## config.mk

```make
export PLATFORM = sky130hd
export DESIGN_NAME = uart_host_bridge
export DESIGN_NICKNAME = d
export VERILOG_FILES = /design/src/rtl/uart_host_bridge.sv
export SDC_FILE = /design/constraint.sdc
export NUM_CORES = 1
export LEC_CHECK = 0
export ABC_AREA = 1
export CAP_MARGIN = 25
export CORE_MARGIN = 8
export CORE_UTILIZATION = 60
export DETAILED_ROUTE_END_ITERATION = 8
export GPL_ROUTABILITY_DRIVEN = 0
export PLACE_DENSITY = 0.77
export SETUP_SLACK_MARGIN = 0.4
export SYNTH_ARGS = -nofsm -noshare
export SYNTH_HDL_FRONTEND = slang
export SYNTH_SLANG_ARGS = --single-unit
```

## constraint.sdc

```tcl
create_clock -name clock -period 2.4 [get_ports clock]
set_input_delay 0.36 -clock clock [delete_from_list [all_inputs] [get_ports clock]]
set_output_delay 0.36 -clock clock [all_outputs]
set_load 0.05 [all_outputs]
```

## src/rtl/uart_host_bridge.sv

```systemverilog
// Host-side peer of the SoC simulation UART: an RX FIFO collects characters the core
// emits, and a TX FIFO answers the core's character reads (EMPTY_CH when nothing is queued).
module uart_host_bridge #(
  parameter int          DEPTH_LOG2 = 4,
  parameter logic [7:0]  EMPTY_CH   = 8'hFF,
  parameter int          CNT_W      = 16
) (
  input  logic             clock,
  input  logic             reset,
  input  logic             io_uart_out_valid,
  input  logic [7:0]       io_uart_out_ch,
  input  logic             io_uart_in_valid,
  output logic [7:0]       io_uart_in_ch,
  output logic             host_rx_valid,
  input  logic             host_rx_ready,
  output logic [7:0]       host_rx_data,
  input  logic             host_tx_valid,
  output logic             host_tx_ready,
  input  logic [7:0]       host_tx_data,
  output logic [CNT_W-1:0] rx_drop_cnt,
  output logic             rx_overflow,
  output logic [CNT_W-1:0] in_empty_cnt
);
  localparam int DEPTH = 1 << DEPTH_LOG2;
  typedef logic [DEPTH_LOG2:0] ptr_t;

  logic [7:0] rxMem [DEPTH];
  logic [7:0] txMem [DEPTH];
  ptr_t rxWr, rxRd, txWr, txRd;
  logic rxEmpty, rxFull, rxPush, rxPop, rxDrop;
  logic txEmpty, txFull, txPush, txPop, emptyRead;

  // Extra MSB distinguishes full from empty when the low bits match.
  assign rxEmpty = (rxWr == rxRd);
  assign rxFull  = (rxWr[DEPTH_LOG2] != rxRd[DEPTH_LOG2]) &&
                   (rxWr[DEPTH_LOG2-1:0] == rxRd[DEPTH_LOG2-1:0]);
  assign txEmpty = (txWr == txRd);
  assign txFull  = (txWr[DEPTH_LOG2] != txRd[DEPTH_LOG2]) &&
                   (txWr[DEPTH_LOG2-1:0] == txRd[DEPTH_LOG2-1:0]);

  // A pop frees the slot being written, so a full FIFO still takes a push that cycle.
  assign rxPop     = !rxEmpty && host_rx_ready;
  assign rxPush    = io_uart_out_valid && (!rxFull || rxPop);
  assign rxDrop    = io_uart_out_valid && rxFull && !rxPop;
  assign txPush    = host_tx_valid && !txFull;
  assign txPop     = io_uart_in_valid && !txEmpty;
  assign emptyRead = io_uart_in_valid && txEmpty;

  assign host_rx_valid = !rxEmpty;
  assign host_rx_data  = rxEmpty ? 8'h00 : rxMem[rxRd[DEPTH_LOG2-1:0]];
  assign host_tx_ready = !txFull;
  assign io_uart_in_ch = txEmpty ? EMPTY_CH : txMem[txRd[DEPTH_LOG2-1:0]];

  always_ff @(posedge clock) begin
    if (rxPush) rxMem[rxWr[DEPTH_LOG2-1:0]] <= io_uart_out_ch;
    if (txPush) txMem[txWr[DEPTH_LOG2-1:0]] <= host_tx_data;
  end

  always_ff @(posedge clock or posedge reset) begin
    if (reset) begin
      rxWr         <= '0;
      rxRd         <= '0;
      txWr         <= '0;
      txRd         <= '0;
      rx_drop_cnt  <= '0;
      rx_overflow  <= 1'b0;
      in_empty_cnt <= '0;
    end else begin
      if (rxPush) rxWr <= rxWr + 1'b1;
      if (rxPop)  rxRd <= rxRd + 1'b1;
      if (txPush) txWr <= txWr + 1'b1;
      if (txPop)  txRd <= txRd + 1'b1;
      if (rxDrop) begin
        rx_overflow <= 1'b1;
        if (rx_drop_cnt != '1) rx_drop_cnt <= rx_drop_cnt + 1'b1;
      end
      if (emptyRead && in_empty_cnt != '1) in_empty_cnt <= in_empty_cnt + 1'b1;
    end
  end
endmodule

```

==> PnR_summary.wiki <==
{| class="wikitable"
! Metric !! Value
|-
| Netlist cell types || 31
|-
| Maximum vdd ir drop || 1.75 mV
|-
| CTS tree || yes
|-
| Total gr overflow || 0
|-
| Final number of max-transition violations || 0
|-
| Via-per-instance ratio || 5.92
|-
| Register-to-register path setup slack || 0.18 ns
|-
| Delay contributed by the slowest stage of the critical path || 0.48 ns
|-
| Area growth, synth to finish || 31.4%
|-
| Clock transition at the registers of the reported paths || 0.06 ns
|-
| Hold Fails Final Rpt || 0
|-
| Source-to-sink clock delay at the later pin of the worst-skew pair || 0.52 ns
|-
| Worst r2r dst || rxMem[2][0]
|-
| Post-detailed-placement cell area || 0.0158 mm²
|-
| Synth area leader || edfxtp_1
|-
| Min-delay worst type || in -> async
|-
| Synth Net Count || 1500
|-
| Net count of the finished layout || 1667
|-
| Pin count of the biggest net entering global routing || 35
|-
| Commonest cells after routing, fill and taps aside || 459 x nand2_1, 256 x edfxtp_1, 123 x nand3_1
|-
| Worst Path Max Fanout || 15
|-
| Worst r2r path cells || 12
|-
| Detailed-route wire length per cell || 21.3 µm
|-
| Kind of cell adding the most delay to the critical path || simple AND/OR/NAND/NOR gates
|-
| Fraction of layout cells with a size suffix above 1 || 21.5%
|-
| Setup WS pre-CTS || 0.154 ns
|-
| CP bufs+invs || 3
|-
| Crit path launch type || register
|-
| Number of global-route vias before repair || 10805
|-
| Leading post-synthesis cells by cell area || edfxtp_1 54%, nand2_1 13%, dfrtp_1 9.3%
|-
| Remaining design rule violation count || 0
|-
| Outcome || finished with violations
|-
| DIE HEIGHT || 170 µm
|-
| Period utilization || 115%
|-
| Failing checks || negative setup slack
|-
| Crit-path slowest cell || dfrtp_2
|-
| Warnings, synthesis || 0
|-
| Clock period minus final worst setup slack || 2.75 ns
|-
| Number of buffer cells added on primary ports || 72
|-
| Skew final || 0.0177 ns
|-
| Total routed wirelength || 42.1 mm
|-
| Number of buffers inserted during clock tree synthesis || 34
|-
| Number of setup violations in the final report || 17
|-
| Fill cell instance count of the final layout || 1345
|-
| Unrepaired setup endpoints after global routing || yes
|-
| Arrival time of the worst setup path || 2.39 ns
|-
| DP HPWL || 21.8 mm
|-
| Number of buffers added to fix hold violations after cts || 0
|-
| Total inserted antenna cells || 0
|-
| Power density over cell area || 1270 mW/mm²
|-
| Leakage power || 0.00793 µW
|-
| Mapped Area || 0.0142 mm²
|-
| Count of routing violations after the opening detailed-route iteration || 1574
|-
| Die X || 170 µm
|-
| Total design power || 23800 µW
|-
| Floorplan Core Area || 0.0234 mm²
|-
| Launch point of the worst reg-to-reg path || rxRd[0]
|-
| Least-Margin Pin Slew || 0.851 ns
|-
| Post-Layout Inst Area || 0.0187 mm²
|-
| Most common library cell in the layout ignoring fill and taps || nand2_1
|-
| Total clock sinks || 309
|-
| H-tree levels || 2
|-
| Cell repeated most along the worst path || nor2_1
|-
| Req. time, crit path || 2.04 ns
|-
| Worst setup path class || reg -> out
|-
| Initial standard-cell utilization of the core || 60.8%
|-
| Post-detailed-route count of antenna-violating nets || 0
|-
| Fraction of the core area covered by cells at the end of the flow || 79.9%
|-
| Total number of vias || 11709
|-
| Share of the synthesized area in the top cell type || 54.0%
|-
| Sequential-to-total area share from yosys stat || 63.3%
|-
| Crit-path cells || buf_12 > buf_16 > nor2_1 > nor2_1 > o21ai_0 > nand3_1 > nand3_2 > a21oi_4 > buf_6
|-
| Seq cells post-synth || 309
|-
| Headroom to the max-slew limit || 43.1%
|-
| First-pass GRT wire length || 58.4 mm
|-
| Avg Inst Size Synth || 9.71 µm²
|-
| Number of antenna violations at the first check in global routing || 0
|-
| Bufs on Longest Clock Path || 3
|-
| Final-layout setup total negative slack || -2.15 ns
|-
| Critical path capture point type || primary output
|-
| Number of placed I/O pins || 73
|-
| Num rows || 56
|-
| Final setup slack of the worst path || -0.350 ns
|-
| Count of TritonRoute iterations in the first routing pass || 6
|-
| Synthesized instance count || 1466
|-
| Maximum clock rate || 364 MHz
|-
| Global-route usage over all layers || 25.8%
|-
| Die ar. || 0.0289 mm²
|-
| Maximum capacitance violations || 0
|-
| Root cell of the clock tree || clkbuf_16
|}
-- repair_timing --
action                     in CTS  in global routing
cloned                          7                  8
setup endpoints to repair     163                282
pin swaps                      28                 51
hold endpoints to repair        0                  0
buffers inserted               32                 22
gates resized for setup       120                165
-- logic make-up after synthesis --
logic type      synth area share, %
simple gates                   24.7
flops                          63.3
buf+inv                        5.57
compound gates                 3.66
xor+xnor                       1.66
fa+ha+maj                      1.05
-- cell usage after synthesis --
master	instances
a21oi_1	8
nor2_8	1
or2_2	1
nand3_2	1
nand4_4	2
nand2_1	498
o21ai_0	72
nor3_1	27
dfrtp_1	53
buf_6	7
buf_4	4
inv_1	117
nand3b_1	1
nor2_4	3
nor2_1	140
nand3_1	143
nand2_2	3
nand4_1	9
xnor2_1	13
edfxtp_1	256
buf_2	25
xor2_1	14
nand4_2	1
nor2_2	2
clkinv_1	2
ha_1	12
nand2_4	5
inv_2	8
clkbuf_1	18
buf_1	4
o211ai_1	16
-- where the power goes --
| part | switching [µW] | internal, µW |
|---|---|---|
| clock | 2130 | 3330 |
| sequential | 431 | 6380 |
| combinational | 7170 | 4400 |
| total | 9720 | 14100 |
-- state kept, by name, indices dropped and copies added, names as in the netlist --
register      count
rx_overflow       1
txWr              5
rx_drop_cnt      16
in_empty_cnt     16
txRd              5
rxRd              5
rxWr              5
txMem           128
rxMem           128
-- per-stage QoR --
step / hold slack, ns / std cells
floorplan: 0.459 / 1466
global placement: 0.481 / 1847
detailed placement: 0.464 / 1847
CTS: 0.191 / 1948
global route: 0.230 / 1978
finish: 0.182 / 1978
-- how the worst max path moves through the flow --
stage	startpoint	to	slack [ns]	cells after the start
detailed placement	host_rx_ready	rxMem[13][7]	0.15	6
floorplan	rxRd[1]	rxMem[10][0]	0.21	11
global route	rxRd[0]	host_rx_data[4]	-0.34	9
finish	rxRd[0]	host_rx_data[4]	-0.35	9
global placement	host_rx_ready	rxMem[13][7]	0.14	6
CTS	txRd[0]	io_uart_in_ch[6]	-0.1	9
-- metal layers --
layer / track usage, % / up-vias / wire [µm]
met5: 0 / - / 0
met4: 11.4 / 0 / 2120
met3: 3.94 / 187 / 4140
met2: 43.3 / 773 / 20900
met1: 32.9 / 5552 / 14900
li1: - / 5197 / -
-- layout make-up --
| type | instances | area, µm² | share of cell area [%] |
|---|---|---|---|
| clock buffer | 47 | 993 | 5.31 |
| tap | 319 | 399 | 2.13 |
| sequential | 309 | 9020 | 48.2 |
| timing repair buffer | 187 | 2360 | 12.6 |
| inverter | 127 | 507 | 2.71 |
| multi-input combinational | 974 | 5250 | 28.1 |
| clock inverter | 15 | 175 | 0.936 |
Note: power is estimated with default switching activity, not from simulation.
